[src/rtl/multicycle_control_if.sv]
// Control-unit bus: opcode/memory handshake in, datapath controls and debug state out.
// Ports: opcode, mem_ready (to controller); PCWrite..RegDst, instr_done, illegal_op,
//        instr_count, state (from controller). master = controller, slave = datapath side.
interface multicycle_control_if #(
    parameter int CNT_W = 32
);
    logic [5:0]       opcode;
    logic             mem_ready;
    logic             PCWrite;
    logic             PCWriteCond;
    logic             IorD;
    logic             MemRead;
    logic             MemWrite;
    logic             MemtoReg;
    logic             IRWrite;
    logic [1:0]       PCSource;
    logic [1:0]       ALUop;
    logic             ALUSrcA;
    logic [1:0]       ALUSrcB;
    logic             RegWrite;
    logic             RegDst;
    logic             instr_done;
    logic             illegal_op;
    logic [CNT_W-1:0] instr_count;
    logic [3:0]       state;

    modport master (
        input  opcode, mem_ready,
        output PCWrite, PCWriteCond, IorD, MemRead, MemWrite, MemtoReg, IRWrite,
               PCSource, ALUop, ALUSrcA, ALUSrcB, RegWrite, RegDst,
               instr_done, illegal_op, instr_count, state
    );

    modport slave (
        output opcode, mem_ready,
        input  PCWrite, PCWriteCond, IorD, MemRead, MemWrite, MemtoReg, IRWrite,
               PCSource, ALUop, ALUSrcA, ALUSrcB, RegWrite, RegDst,
               instr_done, illegal_op, instr_count, state
    );
endinterface

[src/rtl/multicycle_control.sv]
// Main control FSM of the multi-cycle MIPS datapath (fetch/decode/exec/mem/writeback).
// Latency: lw 5, sw/R/addi 4, beq/j 3 cycles, plus one per mem_ready=0 cycle in FETCH/MEM_RD/MEM_WR.
// Backpressure: holds FETCH/MEM_RD/MEM_WR until mem_ready; ports clk, rst_n, bus (master modport).
module multicycle_control #(
    parameter int CNT_W = 32
) (
    input  logic                 clk,
    input  logic                 rst_n,
    multicycle_control_if.master bus
);
    typedef enum logic [3:0] {
        FETCH    = 4'd0,
        DECODE   = 4'd1,
        MEM_ADDR = 4'd2,
        MEM_RD   = 4'd3,
        MEM_WB   = 4'd4,
        MEM_WR   = 4'd5,
        EXEC     = 4'd6,
        R_WB     = 4'd7,
        BRANCH   = 4'd8,
        JUMP     = 4'd9,
        ADDI_EX  = 4'd10,
        ADDI_WB  = 4'd11
    } state_t;

    localparam logic [5:0] OP_LW   = 6'b100011;
    localparam logic [5:0] OP_SW   = 6'b101011;
    localparam logic [5:0] OP_R    = 6'b000000;
    localparam logic [5:0] OP_BEQ  = 6'b000100;
    localparam logic [5:0] OP_J    = 6'b000010;
    localparam logic [5:0] OP_ADDI = 6'b001000;

    state_t           state_q;
    state_t           state_d;
    logic [CNT_W-1:0] count_q;

    // State register
    always_ff @(posedge clk or negedge rst_n) begin
        if (!rst_n) begin
            state_q <= FETCH;
        end else begin
            state_q <= state_d;
        end
    end

    // Next-state logic; unused codes 12-15 fall to the default and recover to FETCH
    always_comb begin
        state_d = FETCH;
        case (state_q)
            FETCH:    state_d = bus.mem_ready ? DECODE : FETCH;
            DECODE: begin
                case (bus.opcode)
                    OP_LW, OP_SW: state_d = MEM_ADDR;
                    OP_R:         state_d = EXEC;
                    OP_BEQ:       state_d = BRANCH;
                    OP_J:         state_d = JUMP;
                    OP_ADDI:      state_d = ADDI_EX;
                    default:      state_d = FETCH;
                endcase
            end
            MEM_ADDR: state_d = (bus.opcode == OP_SW) ? MEM_WR : MEM_RD;
            MEM_RD:   state_d = bus.mem_ready ? MEM_WB : MEM_RD;
            MEM_WB:   state_d = FETCH;
            MEM_WR:   state_d = bus.mem_ready ? FETCH : MEM_WR;
            EXEC:     state_d = R_WB;
            R_WB:     state_d = FETCH;
            BRANCH:   state_d = FETCH;
            JUMP:     state_d = FETCH;
            ADDI_EX:  state_d = ADDI_WB;
            ADDI_WB:  state_d = FETCH;
            default:  state_d = FETCH;
        endcase
    end

    // Output decode: Moore except the FETCH write enables, sw completion and illegal_op
    always_comb begin
        bus.PCWrite     = 1'b0;
        bus.PCWriteCond = 1'b0;
        bus.IorD        = 1'b0;
        bus.MemRead     = 1'b0;
        bus.MemWrite    = 1'b0;
        bus.MemtoReg    = 1'b0;
        bus.IRWrite     = 1'b0;
        bus.PCSource    = 2'b00;
        bus.ALUop       = 2'b00;
        bus.ALUSrcA     = 1'b0;
        bus.ALUSrcB     = 2'b00;
        bus.RegWrite    = 1'b0;
        bus.RegDst      = 1'b0;
        bus.instr_done  = 1'b0;
        bus.illegal_op  = 1'b0;
        case (state_q)
            FETCH: begin
                bus.MemRead = 1'b1;
                bus.ALUSrcB = 2'b01;
                bus.IRWrite = bus.mem_ready;
                bus.PCWrite = bus.mem_ready;
            end
            DECODE: begin
                bus.ALUSrcB = 2'b11;
                case (bus.opcode)
                    OP_LW, OP_SW, OP_R, OP_BEQ, OP_J, OP_ADDI: bus.illegal_op = 1'b0;
                    default:                                   bus.illegal_op = 1'b1;
                endcase
            end
            MEM_ADDR: begin
                bus.ALUSrcA = 1'b1;
                bus.ALUSrcB = 2'b10;
            end
            MEM_RD: begin
                bus.MemRead = 1'b1;
                bus.IorD    = 1'b1;
            end
            MEM_WB: begin
                bus.RegWrite   = 1'b1;
                bus.MemtoReg   = 1'b1;
                bus.instr_done = 1'b1;
            end
            MEM_WR: begin
                bus.MemWrite   = 1'b1;
                bus.IorD       = 1'b1;
                bus.instr_done = bus.mem_ready;
            end
            EXEC: begin
                bus.ALUSrcA = 1'b1;
                bus.ALUop   = 2'b10;
            end
            R_WB: begin
                bus.RegWrite   = 1'b1;
                bus.RegDst     = 1'b1;
                bus.instr_done = 1'b1;
            end
            BRANCH: begin
                bus.ALUSrcA     = 1'b1;
                bus.ALUop       = 2'b01;
                bus.PCWriteCond = 1'b1;
                bus.PCSource    = 2'b01;
                bus.instr_done  = 1'b1;
            end
            JUMP: begin
                bus.PCWrite    = 1'b1;
                bus.PCSource   = 2'b10;
                bus.instr_done = 1'b1;
            end
            ADDI_EX: begin
                bus.ALUSrcA = 1'b1;
                bus.ALUSrcB = 2'b10;
            end
            ADDI_WB: begin
                bus.RegWrite   = 1'b1;
                bus.instr_done = 1'b1;
            end
            default: begin
                bus.instr_done = 1'b0;
            end
        endcase
    end

    // Retired-instruction counter, wraps naturally
    always_ff @(posedge clk or negedge rst_n) begin
        if (!rst_n) begin
            count_q <= '0;
        end else if (bus.instr_done) begin
            count_q <= count_q + {{(CNT_W-1){1'b0}}, 1'b1};
        end
    end

    assign bus.instr_count = count_q;
    assign bus.state       = state_q;
endmodule
[src/flat_wrapper.sv]
// flat-port wrapper written by rule: the top's interface ports become plain ports
module multicycle_control_flat 
#(
    parameter int CNT_W = 32
)
  (clk, rst_n, bus_opcode, bus_mem_ready, bus_PCWrite, bus_PCWriteCond, bus_IorD, bus_MemRead, bus_MemWrite, bus_MemtoReg, bus_IRWrite, bus_PCSource, bus_ALUop, bus_ALUSrcA, bus_ALUSrcB, bus_RegWrite, bus_RegDst, bus_instr_done, bus_illegal_op, bus_instr_count, bus_state);
  multicycle_control_if #(.CNT_W(CNT_W)) bus_i ();
  input  logic clk;
  input  logic rst_n;
  input wire logic [$bits(bus_i.opcode)-1:0] bus_opcode;
  input wire logic [$bits(bus_i.mem_ready)-1:0] bus_mem_ready;
  output wire logic [$bits(bus_i.PCWrite)-1:0] bus_PCWrite;
  output wire logic [$bits(bus_i.PCWriteCond)-1:0] bus_PCWriteCond;
  output wire logic [$bits(bus_i.IorD)-1:0] bus_IorD;
  output wire logic [$bits(bus_i.MemRead)-1:0] bus_MemRead;
  output wire logic [$bits(bus_i.MemWrite)-1:0] bus_MemWrite;
  output wire logic [$bits(bus_i.MemtoReg)-1:0] bus_MemtoReg;
  output wire logic [$bits(bus_i.IRWrite)-1:0] bus_IRWrite;
  output wire logic [$bits(bus_i.PCSource)-1:0] bus_PCSource;
  output wire logic [$bits(bus_i.ALUop)-1:0] bus_ALUop;
  output wire logic [$bits(bus_i.ALUSrcA)-1:0] bus_ALUSrcA;
  output wire logic [$bits(bus_i.ALUSrcB)-1:0] bus_ALUSrcB;
  output wire logic [$bits(bus_i.RegWrite)-1:0] bus_RegWrite;
  output wire logic [$bits(bus_i.RegDst)-1:0] bus_RegDst;
  output wire logic [$bits(bus_i.instr_done)-1:0] bus_instr_done;
  output wire logic [$bits(bus_i.illegal_op)-1:0] bus_illegal_op;
  output wire logic [$bits(bus_i.instr_count)-1:0] bus_instr_count;
  output wire logic [$bits(bus_i.state)-1:0] bus_state;
  assign bus_i.opcode = bus_opcode;
  assign bus_i.mem_ready = bus_mem_ready;
  assign bus_PCWrite = bus_i.PCWrite;
  assign bus_PCWriteCond = bus_i.PCWriteCond;
  assign bus_IorD = bus_i.IorD;
  assign bus_MemRead = bus_i.MemRead;
  assign bus_MemWrite = bus_i.MemWrite;
  assign bus_MemtoReg = bus_i.MemtoReg;
  assign bus_IRWrite = bus_i.IRWrite;
  assign bus_PCSource = bus_i.PCSource;
  assign bus_ALUop = bus_i.ALUop;
  assign bus_ALUSrcA = bus_i.ALUSrcA;
  assign bus_ALUSrcB = bus_i.ALUSrcB;
  assign bus_RegWrite = bus_i.RegWrite;
  assign bus_RegDst = bus_i.RegDst;
  assign bus_instr_done = bus_i.instr_done;
  assign bus_illegal_op = bus_i.illegal_op;
  assign bus_instr_count = bus_i.instr_count;
  assign bus_state = bus_i.state;
  multicycle_control #(.CNT_W(CNT_W)) u_core (.clk(clk), .rst_n(rst_n), .bus(bus_i));
endmodule
[config.mk]
export PLATFORM = sky130hd
export DESIGN_NAME = multicycle_control_flat
export DESIGN_NICKNAME = d
export VERILOG_FILES = /design/src/rtl/multicycle_control_if.sv /design/src/rtl/multicycle_control.sv /design/src/flat_wrapper.sv
export SDC_FILE = /design/constraint.sdc
export NUM_CORES = 1
export LEC_CHECK = 0
export ABC_AREA = 1
export CORE_MARGIN = 3
export CORE_UTILIZATION = 39
export DETAILED_ROUTE_END_ITERATION = 8
export PLACE_DENSITY = 0.66
export RECOVER_POWER = 50
export SLEW_MARGIN = 20
export SYNTH_ARGS = -nofsm -noshare
export SYNTH_HDL_FRONTEND = slang
export SYNTH_SLANG_ARGS = --single-unit
[constraint.sdc]
create_clock -name clk -period 2.5 [get_ports clk]
set_input_delay 0.375 -clock clk [delete_from_list [all_inputs] [get_ports clk]]
set_output_delay 0.375 -clock clk [all_outputs]
set_load 0.02 [all_outputs]
Word-level counts from Yosys, hierarchy flattened

Index checks and enable logic that the tools add are counted.

Flip-flop bits (word level): 36
Bits of input ports: 9

$add $sub $neg: 1
Equal/unequal tests: 16
Muxes and demuxes: 22
Reduce and logical (&&, ||, !) cells: 10

Operators with widths:

| kind                  | number |
|---|---|
| $add 32x1->32 const B | 1 |
| $pmux 4 s7            | 1 |
| $pmux 4 s5            | 1 |
| $eq 4x3->1 const B    | 4 |
| $eq 4x4->1 const B    | 4 |
| $eq 6x6->1 const B    | 2 |
| $mux 1                | 12 |
| $mux 3                | 3 |
| $eq 4x2->1 const B    | 2 |
| $pmux 2 s2            | 2 |
| $reduce_or 2->1       | 4 |
| $eq 6x2->1 const B    | 1 |
| $eq 6x3->1 const B    | 1 |
| $eq 6x4->1 const B    | 1 |
| $logic_not 6->1       | 1 |
| $pmux 2 s3            | 1 |
| $reduce_or 6->1       | 1 |
| $reduce_or 5->1       | 1 |
| $eq 4x1->1 const B    | 1 |
| $logic_not 4->1       | 1 |
| $pmux 1 s2            | 2 |
| $reduce_or 4->1       | 1 |
| $reduce_or 3->1       | 1 |

Logic depth before layout (Yosys ltp)

Word-level depth: 4
Mapped depth: 10

Least setup slack after synthesis

OpenSTA, ideal clock, no wires.

Path type: reg2out
From: register u_core.state_q[1] (netlist: u_core.bus.state[1])
To: output port bus_ALUSrcA
Arrival: 1,426 ps
Data required time: 2,125 ps
Path slack: 699 ps
Cell stages (with the launch flop): 7
Path buffers: 0
Cell sequence: dfrtp_1 > inv_2 > nor2_1 > inv_1 > nor2_1 > nor2_1 > o21ai_0

Word-level cells in the longest chain between the ends: 3

Ends and longest elaborated chain:

| what                                 | RTL line                 | text |
|---|---|---|
| from (decl)                          | multicycle_control.sv:33 | `state_t state_q;` |
| from (signal assigned)               | multicycle_control.sv:42 | `state_q <= state_d;` |
| $eq 4x3->1 (tied with other cells)   | multicycle_control.sv:92 | `case (state_q)` |
| $reduce_or 4->1 (no source line) (*) | n/a                      |  |
| $mux 1 (*)                           | multicycle_control.sv:92 |  |
| to (decl)                            | flat_wrapper.sv:21       | `output wire logic [$bits(bus_i.ALUSrcA)-1:0] bus_ALUSrcA;` |

Every way passes the cells marked *; elsewhere a longest branch is shown, timed or not.

Worst setup path in the final report

Same ends and word-level chain as after synthesis.

==> impl_table.tex <==
\begin{tabular}{lr}
\hline
Metric & Value \\
\hline
\multicolumn{2}{l}{\textbf{Worst setup path}} \\
Worst r2r path cells & 10 \\
Critical register-to-register path endpoint & u\_core.bus.instr\_count[2]\$\_DFFE\_PN0P\_ \\
Critical Path Start Type & flop \\
Critical Path Sink Type & output pin \\
WS Path Type & flop to output pin \\
Beginning of the worst register-to-register path & u\_core.bus.state[0]\$\_DFF\_PN0\_ \\
Setup slack of the worst register-to-register path & between 0.5 and 0.6 ns \\
WP data required & 2.12 ns \\
Endpoint arrival time on the critical path & 1.98 ns \\
Biggest fanout along the worst timing path & 5 \\
\multicolumn{2}{l}{\textbf{Worst hold path}} \\
Hold Crit Start & u\_core.bus.instr\_count[31]\$\_DFFE\_PN0P\_ \\
Hold depth & 2 \\
Hold path endpoint & u\_core.bus.instr\_count[31]\$\_DFFE\_PN0P\_ \\
Path type of the worst min-delay path & flop to flop \\
\multicolumn{2}{l}{\textbf{Synthesis}} \\
Top cell type's share of synthesized area & 0.356 \\
Warnings from Yosys & 0 \\
Count of mapped cells out of synthesis & 409 \\
Sequential share of the synthesized area & 0.356 \\
FF+latch count, synth & 36 \\
Top cells by area in the synthesized netlist & sky130\_fd\_sc\_hd\_\_dfrtp\_1 36\%, sky130\_fd\_sc\_hd\_\_nand2\_1 24\%, sky130\_fd\_sc\_hd\_\_nor2\_1 11\% \\
Cell area after synthesis & $\sim$0.0025 mm2 \\
Synth Net Count & 419 \\
Post-synthesis cell type count & 24 \\
Syn avg cell area & between 6 and 7 um2 \\
Cell type with the highest aggregate area in the netlist & sky130\_fd\_sc\_hd\_\_dfrtp\_1 \\
\multicolumn{2}{l}{\textbf{Drt}} \\
DRC Markers & 0 \\
Vias after detailed routing & 2686 \\
Iter 0 DRT Violations & 110 \\
Detail-routed net length per standard cell & around 12 um \\
Wire length reported by the detailed router & 6660 um \\
Vias per inst & $\sim$4.9 \\
Number of search-and-repair iterations in the first detailed-routing pass & 4 \\
Remaining antenna violation count after routing & 0 \\
\multicolumn{2}{l}{\textbf{Placement}} \\
Weighted congestion reported at the end of routability-driven placement & 0.923 \\
Pre-CTS setup slack & between 0.15 and 0.2 ns \\
Post-DP HPWL & 5220 um \\
Placed instance count & 539 \\
Count of port buffers added during placement & 62 \\
\multicolumn{2}{l}{\textbf{STA}} \\
Share of the clock period used by the worst path after layout & 0.940 \\
Number of setup violations in the final report & 0 \\
Number of endpoints with negative hold slack in the final report & 0 \\
Relative slew margins & -0.327 \\
Final slew viol count & 37 \\
Setup TNS & 0 ns \\
Worst setup slack after layout & 0.149 ns \\
Transition at the pin with the smallest max-transition slack & 1.99 ns \\
Minimum period implied by the final worst setup slack & 2.35 ns \\
Maximum clock skew at final layout & 0.0115 ns \\
Achievable clock frequency & around 0.43 GHz \\
Worst slack on hold paths & 0.521 ns \\
Setup repair after global routing missed its margin & false \\
\multicolumn{2}{l}{\textbf{Floorplanning}} \\
Die area & around 0.0075 mm2 \\
Number of primary I/O pins & 63 \\
Die outline width & 86.5 um \\
\# rows & 28 \\
Starting density of the core & 0.415 \\
Die span in y & 86.5 um \\
Core outline area & 0.00610 mm2 \\
\multicolumn{2}{l}{\textbf{Run status}} \\
Outcome & finished, violations left \\
Violations in the final reports & max-capacitance violations, max-slew violations \\
\multicolumn{2}{l}{\textbf{Flow run}} \\
Max capacitance violation total & 1 \\
\multicolumn{2}{l}{\textbf{CTS}} \\
TritonCTS clock tree & done \\
Max Root-Sink Buffers & 2 \\
Clock Root Buffer & sky130\_fd\_sc\_hd\_\_clkbuf\_8 \\
H-Tree Level Count & 2 \\
Skew-Pair Late Insertion Delay & approximately 0.30 ns \\
CTS clock-pin slew for the worst setup and hold paths & 0.07 ns \\
Buffers inserted by post-CTS timing repair & 0 \\
Total clock buffers created by CTS & 5 \\
\# clock sinks & 36 \\
\multicolumn{2}{l}{\textbf{Finish}} \\
Final Instance Count excl. Fillers & 547 \\
Nets@finish & between 400 and 500 \\
Total inserted antenna cells & 0 \\
Area growth, synth to finish & 30.1\% \\
Layout cell share with drive strength beyond 1 & 0.0403 \\
\multicolumn{2}{l}{\textbf{Global routing}} \\
Maximum number of pins on one net before global-route repair & 49 \\
Initial antenna violation count & 0 \\
Global-route wire length before repair & between 10000 and 15000 um \\
Vias in the first global route & 2546 \\
Combined global-route utilization of all metal layers & 0.194 \\
GRT Residual Overflow & 0 \\
\multicolumn{2}{l}{\textbf{Power}} \\
Leakage & 0.00152 uW \\
Power Dens Cells & 627 mW/mm2 \\
Worst-case vdd ir drop & between 0.0004 and 0.0005 V \\
\hline
\end{tabular}
-- worst max-delay path: stages, from the launching register on --
cell and delay [ns]:
sky130_fd_sc_hd__dfrtp_1 0.43, sky130_fd_sc_hd__inv_2 0.08, sky130_fd_sc_hd__nor2_1 0.12, sky130_fd_sc_hd__inv_1 0.10, sky130_fd_sc_hd__nor2_1 0.20, sky130_fd_sc_hd__nor2_1 0.06, sky130_fd_sc_hd__o21ai_0 0.07, sky130_fd_sc_hd__clkdlybuf4s50_1 0.62
-- synth_stat cells --
cell                       instances
sky130_fd_sc_hd__xnor2_1           2
sky130_fd_sc_hd__and2_1            1
sky130_fd_sc_hd__nand2_1         164
sky130_fd_sc_hd__inv_1            45
sky130_fd_sc_hd__nand4_1          10
sky130_fd_sc_hd__a21oi_2           1
sky130_fd_sc_hd__o211ai_1          1
sky130_fd_sc_hd__a21oi_1           1
sky130_fd_sc_hd__dfrtp_1          36
sky130_fd_sc_hd__o22ai_1           1
sky130_fd_sc_hd__nand3b_1          5
sky130_fd_sc_hd__buf_6             3
sky130_fd_sc_hd__ha_1              1
sky130_fd_sc_hd__nor2_4            1
sky130_fd_sc_hd__inv_2             4
sky130_fd_sc_hd__xor2_1            9
sky130_fd_sc_hd__nand3_1          25
sky130_fd_sc_hd__nand2_2           4
sky130_fd_sc_hd__nor2_1           72
sky130_fd_sc_hd__nor3_1            3
sky130_fd_sc_hd__buf_4             2
sky130_fd_sc_hd__o21ai_0          14
sky130_fd_sc_hd__nor2_2            1
sky130_fd_sc_hd__buf_2             3
-- what timing repair did --
item,CTS,global route
hold buffers,0,0
gates resized for setup,0,1
setup endpoints to repair,0,1
-- where the power goes --
| group | total (uW) | switching (uW) | internal [uW] | leakage, uW |
|---|---|---|---|---|
| registers | 717 | 83.3 | 634 | 0.000495 |
| logic | 832 | 500 | 333 | 0.000975 |
| clock network | 515 | 218 | 296 | 0.0000552 |
| total | 2060 | 801 | 1260 | 0.00152 |
-- cells by family after synthesis --
kind of cell	Yosys count	synth area share
simple gates	286	0.464
buf+inv	57	0.0979
flops	36	0.356
compound gates	18	0.0386
xor+xnor	11	0.0381
fa+ha+maj	1	0.00494
-- flip-flops by register name, indices dropped and copies added (netlist names) --
name and count:
u_core.bus.instr_count 32, u_core.bus.state 4
-- layout by cell type, fill, tap and decap left out --
cell and count:
sky130_fd_sc_hd__nand2_1 164, sky130_fd_sc_hd__nor2_1 72, sky130_fd_sc_hd__inv_1 45, sky130_fd_sc_hd__clkdlybuf4s50_1 37, sky130_fd_sc_hd__dfrtp_1 36, sky130_fd_sc_hd__nand3_1 25, sky130_fd_sc_hd__dlygate4sd3_1 23, sky130_fd_sc_hd__o21ai_0 14
sky130_fd_sc_hd__nand4_1 10, sky130_fd_sc_hd__xor2_1 9, sky130_fd_sc_hd__nand3b_1 5, sky130_fd_sc_hd__clkbuf_8 5, sky130_fd_sc_hd__inv_2 4, sky130_fd_sc_hd__nand2_2 4, sky130_fd_sc_hd__nor3_1 3, sky130_fd_sc_hd__xnor2_1 2
sky130_fd_sc_hd__clkbuf_1 2, sky130_fd_sc_hd__o211ai_1 1, sky130_fd_sc_hd__a21oi_1 1, sky130_fd_sc_hd__nor2_2 1, sky130_fd_sc_hd__a21oi_2 1, sky130_fd_sc_hd__o22ai_1 1, sky130_fd_sc_hd__nor2_4 1, sky130_fd_sc_hd__and2_1 1
sky130_fd_sc_hd__ha_1 1, sky130_fd_sc_hd__bufinv_16 1, sky130_fd_sc_hd__clkinv_2 1, sky130_fd_sc_hd__dlymetal6s2s_1 1, sky130_fd_sc_hd__buf_4 1
-- stage by stage --
stage | cell area (um2) | util | power [uW]
after floorplan | 2530 | - | 1230
after global placement | 3180 | 0.522 | 1580
after detailed placement | 3180 | 0.522 | 1580
after CTS | 3290 | 0.540 | 2090
after global routing | 3290 | 0.540 | 2180
final | 3290 | 0.540 | 2060
-- cell type report --
type / count / area (um2)
inverter: 49 / 184
sequential: 36 / 901
fill: 612 / 2800
tap: 75 / 93.8
clock inverter: 2 / 35.0
timing repair buffer: 63 / 624
multi-input combinational: 316 / 1380
clock buffer: 6 / 72.6
-- layer usage --
metal  vias to the layer above  global-route usage  routed length, um
met4                         0              0.0637                117
met3                        10              0.0285                287
met2                        70               0.321               3110
met5                         -                   0                  0
met1                      1226               0.260               3140
li1                       1380                   -                  -
-- worst max-delay path by stage --
stage                                        startpoint  slack [ns]              to
after floorplan           u_core.bus.state[1]$_DFF_PN0_        0.70     bus_ALUSrcA
after global placement                    bus_opcode[2]        0.19  bus_illegal_op
after detailed placement                  bus_opcode[2]        0.18  bus_illegal_op
after CTS                 u_core.bus.state[2]$_DFF_PN0_        0.14  bus_illegal_op
after global routing      u_core.bus.state[1]$_DFF_PN0_        0.01     bus_ALUSrcA
final                     u_core.bus.state[1]$_DFF_PN0_        0.15     bus_ALUSrcA
Note: power is estimated with default switching activity, not from simulation.
